$ cat config.mk
export PLATFORM = sky130hd
export DESIGN_NAME = bus8_arbiter_x2
export DESIGN_NICKNAME = d
export VERILOG_FILES = /design/src/rtl/bus8_pkg.sv /design/src/rtl/bus8_rr_arb2.sv /design/src/rtl/bus8_arbiter_x2.sv
export SDC_FILE = /design/constraint.sdc
export NUM_CORES = 1
export LEC_CHECK = 0
export CAP_MARGIN = 20
export CORE_MARGIN = 5
export CORE_UTILIZATION = 38
export DETAILED_ROUTE_END_ITERATION = 12
export PLACE_DENSITY = 0.7
export RECOVER_POWER = 25
export SLEW_MARGIN = 20
export SYNTH_ARGS = -nofsm -noshare
export SYNTH_HDL_FRONTEND = slang
export SYNTH_SLANG_ARGS = --single-unit
$ cat constraint.sdc
create_clock -name i_Bus_Clk -period 2.05 [get_ports i_Bus_Clk]
set_input_delay 0.41 -clock i_Bus_Clk [delete_from_list [all_inputs] [get_ports i_Bus_Clk]]
set_output_delay 0.41 -clock i_Bus_Clk [all_outputs]
set_load 0.05 [all_outputs]
$ cat src/rtl/bus8_pkg.sv
// Shared types and constants for the 8-bit register bus.
// Used by the two-requester arbiter and its sub-blocks.
package bus8_pkg;

   typedef enum logic [1:0] {
      IDLE,
      ISSUE,
      WAIT_RD,
      ACK
   } bus8_state_t;

   localparam logic       BUS_WRITE       = 1'b1;
   localparam logic       BUS_READ        = 1'b0;
   localparam logic [7:0] RD_TIMEOUT_DATA = 8'hFF;

endpackage

$ cat src/rtl/bus8_rr_arb2.sv
// Two-input round-robin arbiter with a last-grant register.
// Grant is combinational; last-grant advances only on upd.
module bus8_rr_arb2 (
   input  logic       i_Bus_Clk,
   input  logic       i_Bus_Rst_L,
   input  logic [1:0] req,
   input  logic       upd,
   output logic [1:0] gnt
);

   logic last_q;

   always_comb begin
      gnt = 2'b00;
      unique case (req)
         2'b01:   gnt = 2'b01;
         2'b10:   gnt = 2'b10;
         2'b11:   gnt = last_q ? 2'b01 : 2'b10;
         default: gnt = 2'b00;
      endcase
   end

   // Reset to 1 so requester 0 wins the first contention.
   always_ff @(posedge i_Bus_Clk or negedge i_Bus_Rst_L) begin
      if (!i_Bus_Rst_L) begin
         last_q <= 1'b1;
      end else if (upd) begin
         last_q <= gnt[1];
      end
   end

endmodule

$ cat src/rtl/bus8_arbiter_x2.sv
// Round-robin arbiter and sequencer for two masters of the 8-bit
// register bus, with a read watchdog so every request is acked.
import bus8_pkg::*;

module bus8_arbiter_x2 #(
   parameter int ADDR_WIDTH     = 8,
   parameter int TIMEOUT_CYCLES = 16
) (
   input  logic                  i_Bus_Rst_L,
   input  logic                  i_Bus_Clk,
   input  logic                  i_M0_Req,
   input  logic                  i_M0_Wr_Rd_n,
   input  logic [ADDR_WIDTH-1:0] i_M0_Addr,
   input  logic [7:0]            i_M0_Wr_Data,
   output logic                  o_M0_Ack,
   output logic [7:0]            o_M0_Rd_Data,
   output logic                  o_M0_Timeout,
   input  logic                  i_M1_Req,
   input  logic                  i_M1_Wr_Rd_n,
   input  logic [ADDR_WIDTH-1:0] i_M1_Addr,
   input  logic [7:0]            i_M1_Wr_Data,
   output logic                  o_M1_Ack,
   output logic [7:0]            o_M1_Rd_Data,
   output logic                  o_M1_Timeout,
   output logic                  o_Bus_CS,
   output logic                  o_Bus_Wr_Rd_n,
   output logic [ADDR_WIDTH-1:0] o_Bus_Addr8,
   output logic [7:0]            o_Bus_Wr_Data,
   input  logic [7:0]            i_Bus_Rd_Data,
   input  logic                  i_Bus_Rd_DV,
   output logic                  o_Busy
);

   localparam int CNT_W = $clog2(TIMEOUT_CYCLES + 1);
   localparam logic [CNT_W-1:0] CNT_LAST = CNT_W'(TIMEOUT_CYCLES - 1);

   bus8_state_t           state_q, state_d;
   logic                  sel_q, sel_d;
   logic [CNT_W-1:0]      cnt_q, cnt_d;
   logic [1:0]            gnt;
   logic                  arb_upd;
   logic                  cs_d, wr_d, busy_d;
   logic [ADDR_WIDTH-1:0] addr_d;
   logic [7:0]            wd_d;
   logic                  ack0_d, ack1_d, to0_d, to1_d;
   logic [7:0]            rd0_d, rd1_d;
   logic                  done, upd_rd, fin_to;
   logic [7:0]            fin_data;

   bus8_rr_arb2 u_arb (
      .i_Bus_Clk   (i_Bus_Clk),
      .i_Bus_Rst_L (i_Bus_Rst_L),
      .req         ({i_M1_Req, i_M0_Req}),
      .upd         (arb_upd),
      .gnt         (gnt)
   );

   always_comb begin
      state_d  = state_q;
      sel_d    = sel_q;
      cnt_d    = cnt_q;
      arb_upd  = 1'b0;
      cs_d     = 1'b0;
      wr_d     = o_Bus_Wr_Rd_n;
      addr_d   = o_Bus_Addr8;
      wd_d     = o_Bus_Wr_Data;
      ack0_d   = 1'b0;
      ack1_d   = 1'b0;
      rd0_d    = o_M0_Rd_Data;
      rd1_d    = o_M1_Rd_Data;
      to0_d    = o_M0_Timeout;
      to1_d    = o_M1_Timeout;
      done     = 1'b0;
      upd_rd   = 1'b0;
      fin_to   = 1'b0;
      fin_data = 8'h00;

      unique case (state_q)
         IDLE: begin
            if (gnt != 2'b00) begin
               arb_upd = 1'b1;
               sel_d   = gnt[1];
               wr_d    = gnt[1] ? i_M1_Wr_Rd_n : i_M0_Wr_Rd_n;
               addr_d  = gnt[1] ? i_M1_Addr    : i_M0_Addr;
               wd_d    = gnt[1] ? i_M1_Wr_Data : i_M0_Wr_Data;
               cs_d    = 1'b1;
               state_d = ISSUE;
            end
         end
         ISSUE: begin
            unique case (o_Bus_Wr_Rd_n)
               BUS_WRITE: done = 1'b1;
               BUS_READ: begin
                  cnt_d   = '0;
                  state_d = WAIT_RD;
               end
            endcase
         end
         WAIT_RD: begin
            // Data on the expiry cycle still beats the watchdog.
            if (i_Bus_Rd_DV) begin
               done     = 1'b1;
               upd_rd   = 1'b1;
               fin_data = i_Bus_Rd_Data;
            end else if (cnt_q == CNT_LAST) begin
               done     = 1'b1;
               upd_rd   = 1'b1;
               fin_data = RD_TIMEOUT_DATA;
               fin_to   = 1'b1;
            end else begin
               cnt_d = cnt_q + CNT_W'(1);
            end
         end
         ACK: state_d = IDLE;
      endcase

      if (done) begin
         state_d = ACK;
         if (sel_q) begin
            ack1_d = 1'b1;
            to1_d  = fin_to;
            if (upd_rd) rd1_d = fin_data;
         end else begin
            ack0_d = 1'b1;
            to0_d  = fin_to;
            if (upd_rd) rd0_d = fin_data;
         end
      end

      busy_d = (state_d != IDLE);
   end

   always_ff @(posedge i_Bus_Clk or negedge i_Bus_Rst_L) begin
      if (!i_Bus_Rst_L) begin
         state_q       <= IDLE;
         sel_q         <= 1'b0;
         cnt_q         <= '0;
         o_Bus_CS      <= 1'b0;
         o_Bus_Wr_Rd_n <= 1'b0;
         o_Bus_Addr8   <= '0;
         o_Bus_Wr_Data <= 8'h00;
         o_M0_Ack      <= 1'b0;
         o_M1_Ack      <= 1'b0;
         o_M0_Rd_Data  <= 8'h00;
         o_M1_Rd_Data  <= 8'h00;
         o_M0_Timeout  <= 1'b0;
         o_M1_Timeout  <= 1'b0;
         o_Busy        <= 1'b0;
      end else begin
         state_q       <= state_d;
         sel_q         <= sel_d;
         cnt_q         <= cnt_d;
         o_Bus_CS      <= cs_d;
         o_Bus_Wr_Rd_n <= wr_d;
         o_Bus_Addr8   <= addr_d;
         o_Bus_Wr_Data <= wd_d;
         o_M0_Ack      <= ack0_d;
         o_M1_Ack      <= ack1_d;
         o_M0_Rd_Data  <= rd0_d;
         o_M1_Rd_Data  <= rd1_d;
         o_M0_Timeout  <= to0_d;
         o_M1_Timeout  <= to1_d;
         o_Busy        <= busy_d;
      end
   end

endmodule

==> results.sh <==
export IMPL_insertion_delay_ns=0.30
export IMPL_cts_hold_fix_buffers=0
export IMPL_instances_no_fill=349
export IMPL_cts_sinks=48
export IMPL_nets=328
export IMPL_cpMostUsedCell="ha_1"
export IMPL_rsz0062_at_grt="no"
export IMPL_start_kind="register"
export IMPL_syn_avg_cell_area_um2=11.93
export IMPL_path_max_fanout=4
export IMPL_critPathRequiredTime_ns=2.24
export IMPL_synth_seq_area_share=0.5476
export IMPL_die_y_um=86.02
export IMPL_p_total_mw=5.434
export IMPL_p_leak_nw=1.371
export IMPL_dp_hpwl_um=3769
export IMPL_place_ws_ns=0.1149
export IMPL_min_period_ns=1.932
export IMPL_setup_tns_final_ns=0
export IMPL_post_cts_repair_setup_buffers=0
export IMPL_place_gp_congestion=0.7811
export IMPL_grt_pass1_wl_um=7776
export IMPL_slowest_stage="dfrtp_1"
export IMPL_cpLargestDelayFamily="simple AND/OR/NAND/NOR gates"
export IMPL_syn_area_mm2=0.002196
export IMPL_seqPwrFrac=0.298
export IMPL_grt_start_max_net_pins=29
export IMPL_p_switching_mw=2.560
export IMPL_fill_cells=516
export IMPL_start_util=0.3939
export IMPL_vdd_drop_max_uv=877.6
export IMPL_power_density_mw_per_mm2=1674
export IMPL_cp_cell_sequence="ha_1 -> and3_1 -> ha_1 -> o21a_1 -> or3_1 -> o2bb2ai_1"
export IMPL_hp_class="primary input to asynchronous set/reset pin"
export IMPL_p_sw_frac=0.4712
export IMPL_cts_resized=0
export IMPL_intPower_mw=2.873
export IMPL_final_common_cell="clkdlybuf4s50_1"
export IMPL_crit_path_end_kind="register"
export IMPL_via_count=1645
export IMPL_design_area_mm2=0.003246
export IMPL_cts_tree="done"
export IMPL_drt_first_pass_iters=4
export IMPL_drtIter0Drc=63
export IMPL_synthToLayoutAreaGrowth_pct=47.81
export IMPL_power_frac_comb=0.575
export IMPL_cts_buffers=5
export IMPL_core_mm2=0.005574
export IMPL_setup_viol=0
export IMPL_synth_nets=236
export IMPL_placedCellCount=341
export IMPL_setup_slack_ns=0.1179
export IMPL_wire_per_inst_um=13.43
export IMPL_htree_levels=2
export IMPL_cts_root_buf="clkbuf_8"
export IMPL_drc=0
export IMPL_clkSlewWorstSetupHoldPaths_ns=0.09
export IMPL_outcome="complete, no violations"
export IMPL_numPortBuffers=85
export IMPL_drive_above_1_share=0.1372
export IMPL_hold_violations=0
export IMPL_io_pins=86
export IMPL_synth_area_leader_cell="dfrtp_1"
export IMPL_diodes=0
export IMPL_syn_instance_count=184
export IMPL_die_x_um=86.02
export IMPL_post_synth_num_cell_types=39
export IMPL_antenna_found_initial=0
export IMPL_r2r_slack_ns=0.12
export IMPL_synth_area_leaders="dfrtp_1 54%, mux2i_1 7.7%, mux2_2 7.2%"
export IMPL_netlist_area_leader_share=0.5356
export IMPL_via_per_inst=4.713
export IMPL_drv_slew=0
export IMPL_tightest_slew_ns=1.337
export IMPL_ant_nets=0
export IMPL_max_stage_delay_ns=0.42
export IMPL_yosysWarnings=0
export IMPL_routed_wirelength_um=4686
export IMPL_grt_usage=0.1316
export IMPL_clkPwrFrac=0.127
export IMPL_maxSlewHeadroom=0.1086
export IMPL_min_period_over_period=0.9425
export IMPL_maxCapViolCount=0
export IMPL_grt_overflow_total=0
export IMPL_final_cell_mix="83 x clkdlybuf4s50_1, 47 x dfrtp_1, 22 x nand2_1"
export IMPL_skew_ns=0.008125
export IMPL_ys_ff_latch=48
export IMPL_num_rows=27
export IMPL_place_area_mm2=0.003134
export IMPL_fmax_ghz=0.5176
export IMPL_worstPathArrival_ns=2.12
export IMPL_cp_num_buf_inv=0
export IMPL_grt_pass1_vias=1657
export IMPL_clk_path_buf_depth=2
export IMPL_dieArea_mm2=0.007399
export IMPL_path_class="register to register"
layer usage:
layer	wire (µm)	track usage
met1	1924	0.1551
met4	62	0.04317
met3	507	0.04803
met5	0	0
met2	2192	0.2214
path summary, 6_finish.rpt:
kind	to	start	depth (start not counted)
max in group asynchronous	o_M0_Rd_Data[1]	i_Bus_Rst_L	2
min in group i_Bus_Clk	o_Bus_Addr8[6]	o_Bus_Addr8[6]	2
worst min register to register	o_Bus_Addr8[6]	o_Bus_Addr8[6]	2
worst max register to register	cnt_q[4]	cnt_q[0]	6
worst max-delay path	cnt_q[4]	cnt_q[0]	6
worst min-delay path	o_Bus_Addr8[7]	i_Bus_Rst_L	1
registers in the layout, summed over array words and instances, names as in the netlist, 2 cells and up:
register	cells
o_Bus_Wr_Data	8
o_Bus_Addr8	8
cnt_q	5
o_M0_Rd_Data	8
state_q	2
o_M1_Rd_Data	8
final cells by class:
cell class              count  area [µm²]  area share
clock buffers               5       68.82     0.02120
multi-input cells         121       899.6      0.2772
clock inverters             3       46.29     0.01426
inverters                   7       26.28    0.008096
repair buffers             93       912.1      0.2810
well taps                  72       90.09     0.02776
flip-flops and latches     48        1202      0.3705
power by group through the flow:
| stage | Combinational, mW | Sequential [mW] | Clock [mW] |
|---|---|---|---|
| 2_1_floorplan | 0.935 | 2.82 | 0 |
| 3_3_place_gp | 3.12 | 1.63 | 0 |
| 3_5_place_dp | 3.16 | 1.65 | 0 |
| 4_1_cts | 3.16 | 1.63 | 0.711 |
| 5_1_grt | 3.32 | 1.69 | 0.748 |
| 6_report | 3.12 | 1.62 | 0.690 |
stage by stage:
stage	hold WS (ns)	utilization
6_report	0.3802	0.5823
5_1_grt	0.5091	0.5823
4_1_cts	0.1107	0.5829
3_5_place_dp	0.4464	0.5623
3_3_place_gp	0.4290	0.5623
2_1_floorplan	0.1144	-
synth_stat cells (all sizes together):
library cell and instances:
o22ai 3, nand2 22, mux2i 17, dfstp 1, o21ai 22, o31ai 4, o21a 1, a31oi 1
inv 7, and2 1, or2b 1, buf 6, or3 1, a21o 1, nor2 2, nand3b 2
or2 1, nor2b 1, clkbuf 2, a22o 1, ha 5, o311ai 2, o2111ai 1, and3 1
nand3 3, a211oi 1, nand2b 7, mux2 14, dfrtp 47, a21oi 3, o2bb2ai 2, a21boi 1
logic make-up (layout without fill, tap and decap cells):
| group | count (synthesis) | after routing | synth area share |
|---|---|---|---|
| AOI/OAI and AO/OA | 43 | 43 | 0.1362 |
| and+or+nand+nor | 42 | 42 | 0.09573 |
| buffers and inverters | 15 | 108 | 0.04273 |
| muxes | 31 | 31 | 0.1493 |
| adders and majority gates | 5 | 5 | 0.02849 |
| DFF | 48 | 48 | 0.5476 |
(Power assumes the default switching activity.)
==> RTL edit: new RTL, config.mk and constraints unchanged <==
Reset style: synchronous (`i_Bus_Rst_L`), changed in 2 clocked blocks.
--- a/src/rtl/bus8_rr_arb2.sv
+++ b/src/rtl/bus8_rr_arb2.sv
@@ -21,7 +21,7 @@
    end
 
    // Reset to 1 so requester 0 wins the first contention.
-   always_ff @(posedge i_Bus_Clk or negedge i_Bus_Rst_L) begin
+   always_ff @(posedge i_Bus_Clk) begin
       if (!i_Bus_Rst_L) begin
          last_q <= 1'b1;
       end else if (upd) begin
--- a/src/rtl/bus8_arbiter_x2.sv
+++ b/src/rtl/bus8_arbiter_x2.sv
@@ -130,7 +130,7 @@
       busy_d = (state_d != IDLE);
    end
 
-   always_ff @(posedge i_Bus_Clk or negedge i_Bus_Rst_L) begin
+   always_ff @(posedge i_Bus_Clk) begin
       if (!i_Bus_Rst_L) begin
          state_q       <= IDLE;
          sel_q         <= 1'b0;
Behaviour: differs if i_Bus_Rst_L is asserted again (counterexample within 4 cycles, from zero or initial values and one cycle with i_Bus_Rst_L low); with i_Bus_Rst_L held inactive, the same outputs for 10 cycles.
==> RTL edit against the unedited design <==
  * Setup slack got worse by 21 ps
  * Power decreased by 27%
  * Wire length increased by 10%
  * Sequential share of layout area decreased by 6.8 points
  * Sequential cell count unchanged
  * Sequential power decreased by 21%
  * Combinational power decreased by 38%
  * First-iteration DRC count increased by 100%
  * Worst hold slack improved by 100 ps
  * Die area decreased by 3.1%
  * Synthesized area decreased by 3.5%
  * Final area decreased by 2.0%
==> RTL edit: results (changes against the unedited design) <==
[clock_network]
cts_setup_buffers=0  ; unchanged
cts_resized=0  ; unchanged

[worst_setup_path]
r2r-end=o_M0_Rd_Data[4]$_SDFFE_PN0P_  ; was cnt_q[4]$_DFFE_PN0P_
cpPeakStageDelay_ps=840  ; was 420 ps
worstPathArrival_ps=1540  ; was 2120 ps
cp_top_family=buffers and inverters  ; was simple AND/OR/NAND/NOR gates
cp_slowest_cell=clkdlybuf4s50_1  ; was dfrtp_1

[grt]
grt_use_total_pct=14.5  ; was 13.2%
grt_pass1_wl_um=8560  ; was 7780 um
grt_use_met3_pct=6.38  ; was 4.80%
gr-usage-met1_pct=16.3  ; was 15.5%
grt_max_degree=35  ; was 29

[drt]
vias=1905  ; was 1645
wl_met1_um=2150  ; was 1920 um
wl_per_cell_um=14.0  ; was 13.4 um
wl_met3_um=531  ; was 507 um
drt_iter0_markers=129  ; was 63
routed-wl-met2_um=2430  ; was 2190 um

[synth]
synth_fa_ha_area_share_pct=2.95  ; was 2.85%
synthTopCellsByArea=dfxtp_1 45%, mux2i_1 8.0%, a21oi_1 7.1%  ; was dfrtp_1 54%, mux2i_1 7.7%, mux2_2 7.2%
synth_area_per_cell_um2=9.81  ; was 11.9 um2
muxShareOfSynthArea_pct=8.03  ; was 14.9%

[final_layout]
buf_share_pct=29.7  ; was 28.1%
seq_area_share_pct=30.2  ; was 37.0%
area_growth_syn_to_layout_pct=50.1  ; was 47.8%
inv_count=13  ; was 7
multi_input_area_share_pct=31.7  ; was 27.7%
drive_above_1_share_pct=9.06  ; was 13.7%
final_cell_count_no_fill=370  ; was 349
final_nets=350  ; was 328
multi_input_comb_cells=137  ; was 121
multi_input_area_um2=1010  ; was 900 um2

[power]
power_switching_mw=1.65  ; was 2.56 mW
worst_ir_drop_vdd_v=0.000572  ; was 0.000878 V
p_leak_nw=1.18  ; was 1.37 nW

[timing]
final.setup_skew_ps=8.17  ; was 8.12 ps
slew_headroom_pct=37.9  ; was 10.9%
timing.hold.ws_ps=482  ; was 380 ps

[place]
gp_congestion=0.847  ; was 0.781
dp_hpwl_um=3820  ; was 3770 um
dpl_cell_area_um2=3050  ; was 3130 um2
pre_cts_slack_ps=120  ; was 115 ps
place_inst=363  ; was 341

[status]
outcome=finished, final reports clean  ; unchanged

[hold_path]
min_path_type=flop to flop  ; was primary input to async pin

-- RTL edit: cell types whose count changed in the layout (fill, tap and decap cells not counted), sizes merged, moves of 4 or more --
| cell | unedited run | this run |
|---|---|---|
| nor2 | 2 | 11 |
| o21a | 1 | 5 |
| a21oi | 3 | 30 |
| inv | 8 | 13 |
| mux2 | 14 | 0 |
| dfxtp | 0 | 48 |
| dfrtp | 47 | 0 |
| nand2b | 7 | 1 |
| nand2 | 22 | 3 |
| a311oi | 0 | 16 |
-- RTL edit: worst max-delay path by stage --
| stage | end | depth (start not counted) | from |
|---|---|---|---|
| 2_1_floorplan | o_M0_Rd_Data[0]$_SDFFE_PN0P_ | 7 | cnt_q[0]$_SDFFE_PN0P_ |
| 3_3_place_gp | o_M0_Rd_Data[7]$_SDFFE_PN0P_ | 4 | i_Bus_Rd_DV |
| 3_5_place_dp | o_M0_Rd_Data[4]$_SDFFE_PN0P_ | 6 | cnt_q[0]$_SDFFE_PN0P_ |
| 4_1_cts | o_Bus_Wr_Rd_n | 1 | o_Bus_Wr_Rd_n$_SDFFE_PN0P_ |
| 5_1_grt | o_M0_Rd_Data[3]$_SDFFE_PN0P_ | 6 | cnt_q[0]$_SDFFE_PN0P_ |
| 6_report | o_Bus_Wr_Rd_n | 1 | o_Bus_Wr_Rd_n$_SDFFE_PN0P_ |
-- RTL edit: power groups by stage --
stage / registers [mW] / clock network [mW] / logic [mW]
6_report: 1.28 / 0.776 / 1.94
5_1_grt: 1.30 / 0.835 / 2.07
4_1_cts: 1.28 / 0.794 / 1.95
3_5_place_dp: 1.29 / 0 / 1.93
3_3_place_gp: 1.29 / 0 / 1.92
2_1_floorplan: 1.92 / 0 / 0.637
